$ cat src/rtl/i2s_pkg.sv
// Shared I2S definitions: sample width, channel encoding and the stereo pair
// layout used by both the receive and transmit paths.
package i2s_pkg;

    localparam int I2S_DW = 16;

    // Channel encoding follows the ws pin level: 0 = left, 1 = right.
    typedef enum logic {
        CH_LEFT  = 1'b0,
        CH_RIGHT = 1'b1
    } ch_t;

    // One stereo sample pair.
    typedef struct packed {
        logic [I2S_DW-1:0] left;
        logic [I2S_DW-1:0] right;
    } i2s_pair_t;

endpackage

$ cat src/rtl/i2s_edge_sync.sv
// Brings sck, ws and sd into the clk domain through an N-stage synchronizer
// and turns the synchronized sck into a one-cycle rise pulse. ws_s and sd_s get
// one extra register so they line up with the registered sck_rise pulse.
import i2s_pkg::*;

module i2s_edge_sync #(
    parameter int SYNC_STAGES = 2
) (
    input  logic clk,
    input  logic rst,
    input  logic sck,
    input  logic ws,
    input  logic sd,
    output logic ws_s,
    output logic sd_s,
    output logic sck_rise
);

    logic [SYNC_STAGES-1:0] r_sck_sync;
    logic [SYNC_STAGES-1:0] r_ws_sync;
    logic [SYNC_STAGES-1:0] r_sd_sync;
    logic                   r_sck_prev;
    logic                   r_sck_rise;
    logic                   r_ws_d;
    logic                   r_sd_d;

    // Synchronizer chains plus registered sck rise detection.
    always_ff @(posedge clk) begin
        if (rst) begin
            r_sck_sync <= {SYNC_STAGES{1'b0}};
            r_ws_sync  <= {SYNC_STAGES{1'b0}};
            r_sd_sync  <= {SYNC_STAGES{1'b0}};
            r_sck_prev <= 1'b0;
            r_sck_rise <= 1'b0;
            r_ws_d     <= 1'b0;
            r_sd_d     <= 1'b0;
        end else begin
            r_sck_sync <= {r_sck_sync[SYNC_STAGES-2:0], sck};
            r_ws_sync  <= {r_ws_sync[SYNC_STAGES-2:0], ws};
            r_sd_sync  <= {r_sd_sync[SYNC_STAGES-2:0], sd};
            r_sck_prev <= r_sck_sync[SYNC_STAGES-1];
            r_sck_rise <= r_sck_sync[SYNC_STAGES-1] & ~r_sck_prev;
            r_ws_d     <= r_ws_sync[SYNC_STAGES-1];
            r_sd_d     <= r_sd_sync[SYNC_STAGES-1];
        end
    end

    assign ws_s     = r_ws_d;
    assign sd_s     = r_sd_d;
    assign sck_rise = r_sck_rise;

endmodule

$ cat src/rtl/i2s_rx.sv
// I2S receiver: assembles MSB-first words on each sck rise, pairs a left word
// with the following right word and holds the pair on a valid/ready output.
// A ws change marks the LSB of the word in progress (standard one-bit delay).
import i2s_pkg::*;

module i2s_rx #(
    parameter int DW          = I2S_DW,
    parameter int SYNC_STAGES = 2
) (
    input  logic          clk,
    input  logic          rst,
    input  logic          sck,
    input  logic          ws,
    input  logic          sd,
    output logic [DW-1:0] left_data,
    output logic [DW-1:0] right_data,
    output logic          out_valid,
    input  logic          out_ready,
    output logic          overrun,
    output logic          locked
);

    localparam int CW = $clog2(DW + 1);
    localparam int IW = $clog2(DW);

    logic          w_ws_s;
    logic          w_sd_s;
    logic          w_sck_rise;
    logic          w_ws_chg;
    logic [IW-1:0] w_idx;
    logic [DW-1:0] w_shift_next;
    logic          w_pair_done;

    logic [DW-1:0] r_shift;
    logic [CW-1:0] r_bit_cnt;
    logic          r_ws_prev;
    ch_t           r_cur_ch;
    logic [DW-1:0] r_left_hold;
    logic          r_left_seen;
    logic          r_locked;
    logic [DW-1:0] r_left_data;
    logic [DW-1:0] r_right_data;
    logic          r_out_valid;
    logic          r_overrun;

    i2s_edge_sync #(
        .SYNC_STAGES (SYNC_STAGES)
    ) u_edge_sync (
        .clk      (clk),
        .rst      (rst),
        .sck      (sck),
        .ws       (ws),
        .sd       (sd),
        .ws_s     (w_ws_s),
        .sd_s     (w_sd_s),
        .sck_rise (w_sck_rise)
    );

    // Shift register with the current bit placed; bits past DW are dropped.
    always_comb begin
        w_ws_chg     = w_ws_s ^ r_ws_prev;
        w_idx        = IW'(DW - 1) - r_bit_cnt[IW-1:0];
        w_shift_next = r_shift;
        if (r_bit_cnt < CW'(DW)) begin
            w_shift_next[w_idx] = w_sd_s;
        end else begin
            w_shift_next = r_shift;
        end
        w_pair_done = w_sck_rise & w_ws_chg & r_locked & (r_cur_ch == CH_RIGHT) & r_left_seen;
    end

    // Word assembly, channel tracking and lock acquisition on each bit edge.
    always_ff @(posedge clk) begin
        if (rst) begin
            r_shift     <= {DW{1'b0}};
            r_bit_cnt   <= {CW{1'b0}};
            r_ws_prev   <= 1'b0;
            r_cur_ch    <= CH_LEFT;
            r_left_hold <= {DW{1'b0}};
            r_left_seen <= 1'b0;
            r_locked    <= 1'b0;
        end else if (w_sck_rise) begin
            r_ws_prev <= w_ws_s;
            if (w_ws_chg) begin
                if (r_locked && (r_cur_ch == CH_LEFT)) begin
                    r_left_hold <= w_shift_next;
                    r_left_seen <= 1'b1;
                end
                r_shift   <= {DW{1'b0}};
                r_bit_cnt <= {CW{1'b0}};
                r_cur_ch  <= ch_t'(w_ws_s);
                r_locked  <= 1'b1;
            end else begin
                r_shift <= w_shift_next;
                if (r_bit_cnt < CW'(DW)) begin
                    r_bit_cnt <= r_bit_cnt + CW'(1);
                end
            end
        end
    end

    // Output pair register: load when free or draining, else flag a drop.
    always_ff @(posedge clk) begin
        if (rst) begin
            r_left_data  <= {DW{1'b0}};
            r_right_data <= {DW{1'b0}};
            r_out_valid  <= 1'b0;
            r_overrun    <= 1'b0;
        end else if (w_pair_done) begin
            if (!r_out_valid || out_ready) begin
                r_left_data  <= r_left_hold;
                r_right_data <= w_shift_next;
                r_out_valid  <= 1'b1;
            end else begin
                r_overrun <= 1'b1;
            end
        end else if (r_out_valid && out_ready) begin
            r_out_valid <= 1'b0;
        end
    end

    assign left_data  = r_left_data;
    assign right_data = r_right_data;
    assign out_valid  = r_out_valid;
    assign overrun    = r_overrun;
    assign locked     = r_locked;

endmodule
$ cat config.mk
export PLATFORM = sky130hd
export DESIGN_NAME = i2s_rx
export DESIGN_NICKNAME = d
export VERILOG_FILES = /design/src/rtl/i2s_pkg.sv /design/src/rtl/i2s_edge_sync.sv /design/src/rtl/i2s_rx.sv
export SDC_FILE = /design/constraint.sdc
export NUM_CORES = 1
export LEC_CHECK = 0
export CORE_ASPECT_RATIO = 1.25
export CORE_MARGIN = 2
export CORE_UTILIZATION = 55
export CTS_BUF_LIST = sky130_fd_sc_hd__clkbuf_16
export DETAILED_ROUTE_END_ITERATION = 8
export PLACE_DENSITY = 0.79
export RECOVER_POWER = 100
export SLEW_MARGIN = 20
export SYNTH_ARGS = -nofsm -noshare
export SYNTH_HDL_FRONTEND = slang
export SYNTH_HIERARCHICAL = 1
export SYNTH_SLANG_ARGS = --single-unit
$ cat constraint.sdc
create_clock -name clk -period 2.1 [get_ports clk]
set_input_delay 0.21 -clock clk [delete_from_list [all_inputs] [get_ports clk]]
set_output_delay 0.21 -clock clk [all_outputs]
set_load 0.05 [all_outputs]
==> impl_metrics.yaml <==
final_layout:
  layout_commonest_cell: "dfxtp_1"
  finalInstanceArea_mm2: 0.00414
  instances_no_fill: 494
  nFillCells: 559
  antennaDiodeCount: 0
  layout_common_cells: "dfxtp_1 (85), nor2_1 (76), nand2_1 (36)"
  area_delta_synth_final_pct: 18.9
  layout-drive-gt1-share_pct: 12.5
  nNetsFinal: 415
sta:
  relSlewSlack_pct: 43.0
  setup_tns_ps: 0
  hold_viol: 0
  tightest_slew_ps: 856
  clock_skew_ps: 5.73
  finalSetupViolCount: 0
  fin_crit_ps: 1900
  period_share_pct: 90.3
  rsz0062_at_grt: "false"
  finalWorstSetupSlack_ps: 204
  final-max-slew-violation-count: 0
  fmax_mhz: 527
detailed_routing:
  drt-initial-drc-count: 168
  ant_nets: 0
  vias: 2683
  viasPerCell: 5.43
  wl_per_cell_um: 14.7
  drc_errors: 0
  detail_route.wirelength_um: 7240
  dr.pass1.iters: 4
floorplan:
  initial_core_util_pct: 56.5
  ios: 41
  die_h_um: 92.9
  die_area_mm2: 0.00699
  die-width_um: 75.2
  core_mm2: 0.00617
  rows: 32
yosys:
  synth_nets: 380
  ys_seq_area_share_pct: 48.9
  ys_ff_latch: 85
  yosys_warnings: 6
  synth_cell_types: 39
  synth_cells: 369
  synth_area_mm2: 0.00348
  postSynthAreaPerCell_um2: 9.43
power_and_ir_drop:
  p_leak_uw: 0.00172
  power_density_mw_per_mm2: 759
  vdd_drop_max_uv: 511
  p_total_uw: 3140
cts:
  cts_buffer_depth: 2
  h-tree-depth: 3
  postCtsSetupRepairBufs: 0
  cts_tree: "built"
  root_buffer: "clkbuf_16"
  cts_buffers: 9
  ctsResizeCount: 0
  hold_buffers: 0
  clock_sinks: 85
  clock_latency_ps: 330
  path_clk_slew_ps: 60
place:
  gp_congestion: 0.897
  dpl-instance-area_mm2: 0.00389
  dp_hpwl_um: 4810
  pre_cts_ws_ps: 293
  numPortBuffers: 40
  dp.cells: 478
worst_setup_path:
  crit_arrival_ps: 2080
  reg2reg_slack_ps: 200
  r2r_cells: 4
  r2r-start: "r_bit_cnt[3]$_SDFFE_PP0P_"
  r2r-end: "r_left_hold[6]$_SDFFE_PP0P_"
  path_max_fanout: 20
  worst_setup_path_end_kind: "register"
  cp-start-kind: "register"
  worstSetupPathType: "reg -> reg"
  critical_path_required_ps: 2290
run:
  max-cap-violations: 0
worst_hold_path:
  hold_path_class: "in -> reg"
  hp-start: "rst"
  min_to: "r_shift[1]$_SDFFE_PP0P_"
  min_delay_path_depth: 3
global_route:
  grt_remaining_overflow: 0
  grt_max_degree: 39
  grt_pass1_wl_um: 12300
  grt_pass1_vias: 2548
  antenna_found_initial: 0
  grt_usage_pct: 23.0
run_status:
  run_status: "finished, final reports clean"
-- layer usage --
| layer | vias to the layer above | wire, um | GRT usage (%) | part of all wire (%) |
|---|---|---|---|---|
| met5 | - | 0 | 0 | 0 |
| met4 | 0 | 132 | 9.94 | 1.8 |
| met3 | 10 | 296 | 4.90 | 4.1 |
| met2 | 64 | 3700 | 37.3 | 51 |
| met1 | 1273 | 3110 | 29.1 | 43 |
| li1 | 1336 | - | - | - |
-- Yosys cell counts --
master          n  area share [%]
a41oi_1         1            0.25
or3_1           1            0.18
a22oi_1         1            0.22
nor3_1         16             2.3
a21o_2          1            0.25
and4bb_2        2            0.72
and3_1          1            0.18
buf_2           3            0.43
nor4b_1         4             1.0
mux2i_1         1            0.29
clkbuf_1       13             1.4
xor2_2          1            0.47
inv_1           4            0.43
nand4b_1        4             1.0
and4_1          1            0.25
nand2_1        36             3.9
dlygate4sd1_1   2            0.50
nor3_2         18             5.2
nor3b_2         1            0.36
o21ai_0         2            0.29
a21oi_1        21             3.0
nand4b_2        1            0.43
nor2_1         77             8.3
buf_4           1            0.22
buf_6           7             2.3
ha_1            5             1.8
nor4bb_1        6             1.7
nand3_1         1            0.14
nor2b_1        10             1.8
mux2_2         16             5.2
a31oi_1         2            0.36
nand2b_1        2            0.36
nor2_2          1            0.18
nor4b_4         1            0.68
nand4_1         2            0.36
a22o_1         16             4.0
nand3b_1        1            0.22
dfxtp_1        85              49
xnor2_2         1            0.47
-- worst max-delay path, cell delays in order, from the launching register on --
cell,delay [ps]
dfxtp_1,700
nor4bb_1,420
mux2_1,400
nor2_1,170
nor3_2,60
-- flip-flops by register name, summed over array words and instances (netlist names) --
register,cells
left_data,16
locked,1
out_valid,1
overrun,1
r_bit_cnt,5
r_cur_ch,1
r_left_hold,16
r_left_seen,1
r_shift,16
r_ws_prev,1
right_data,16
u_edge_sync/r_sck_prev,1
u_edge_sync/r_sck_sync,2
u_edge_sync/r_sd_sync,2
u_edge_sync/r_ws_sync,2
u_edge_sync/sck_rise,1
u_edge_sync/sd_s,1
u_edge_sync/ws_s,1
-- report_power, final --
part           total (uW)  internal (uW)  switching, uW
sequential           1630           1620           9.61
combinational        65.8           22.6           43.3
clock                1440            804            638
total                3140           2450            691
-- logic make-up after synthesis --
kind of cell | Yosys count | synth area share [%]
flip-flops | 85 | 48.9
adder cells (fa/ha/maj) | 5 | 1.80
XOR/XNOR | 2 | 0.935
AND/OR/NAND/NOR | 186 | 29.3
AO/OA/AOI/OAI | 44 | 8.41
multiplexers | 17 | 5.46
buffers and inverters | 30 | 5.25
-- worst max-delay path by stage --
stage / startpoint / endpoint / slack, ps / cells after the start
floorplan: locked$_SDFFE_PP0P_ / right_data[0]$_SDFFE_PP0P_ / 460 / 5
global placement: r_bit_cnt[0]$_SDFFE_PP0P_ / r_shift[9]$_SDFFE_PP0P_ / 330 / 5
detailed placement: r_bit_cnt[3]$_SDFFE_PP0P_ / right_data[6]$_SDFFE_PP0P_ / 290 / 4
CTS: r_bit_cnt[3]$_SDFFE_PP0P_ / r_left_hold[6]$_SDFFE_PP0P_ / 250 / 4
global route: r_ws_prev$_SDFFE_PP0P_ / right_data[0]$_SDFFE_PP0P_ / 50 / 5
finish: r_bit_cnt[3]$_SDFFE_PP0P_ / r_left_hold[6]$_SDFFE_PP0P_ / 200 / 4
-- area by class of cell --
class	instances	area, um^2	share of cell area, %
inverter	4	15.0	0.363
timing repair buffer	50	462	11.2
tap	85	106	2.57
multi-input combinational	254	1580	38.1
clock inverter	7	51.3	1.24
sequential	85	1700	41.1
clock buffer	9	225	5.44
-- through the flow --
step / util, % / hold WS (ps)
global placement: 63.1 / 398
detailed placement: 63.1 / 401
floorplan: - / 281
CTS: 67.6 / 419
finish: 67.1 / 396
global route: 67.1 / 402
No activity file was read; power rests on OpenSTA's default activity.
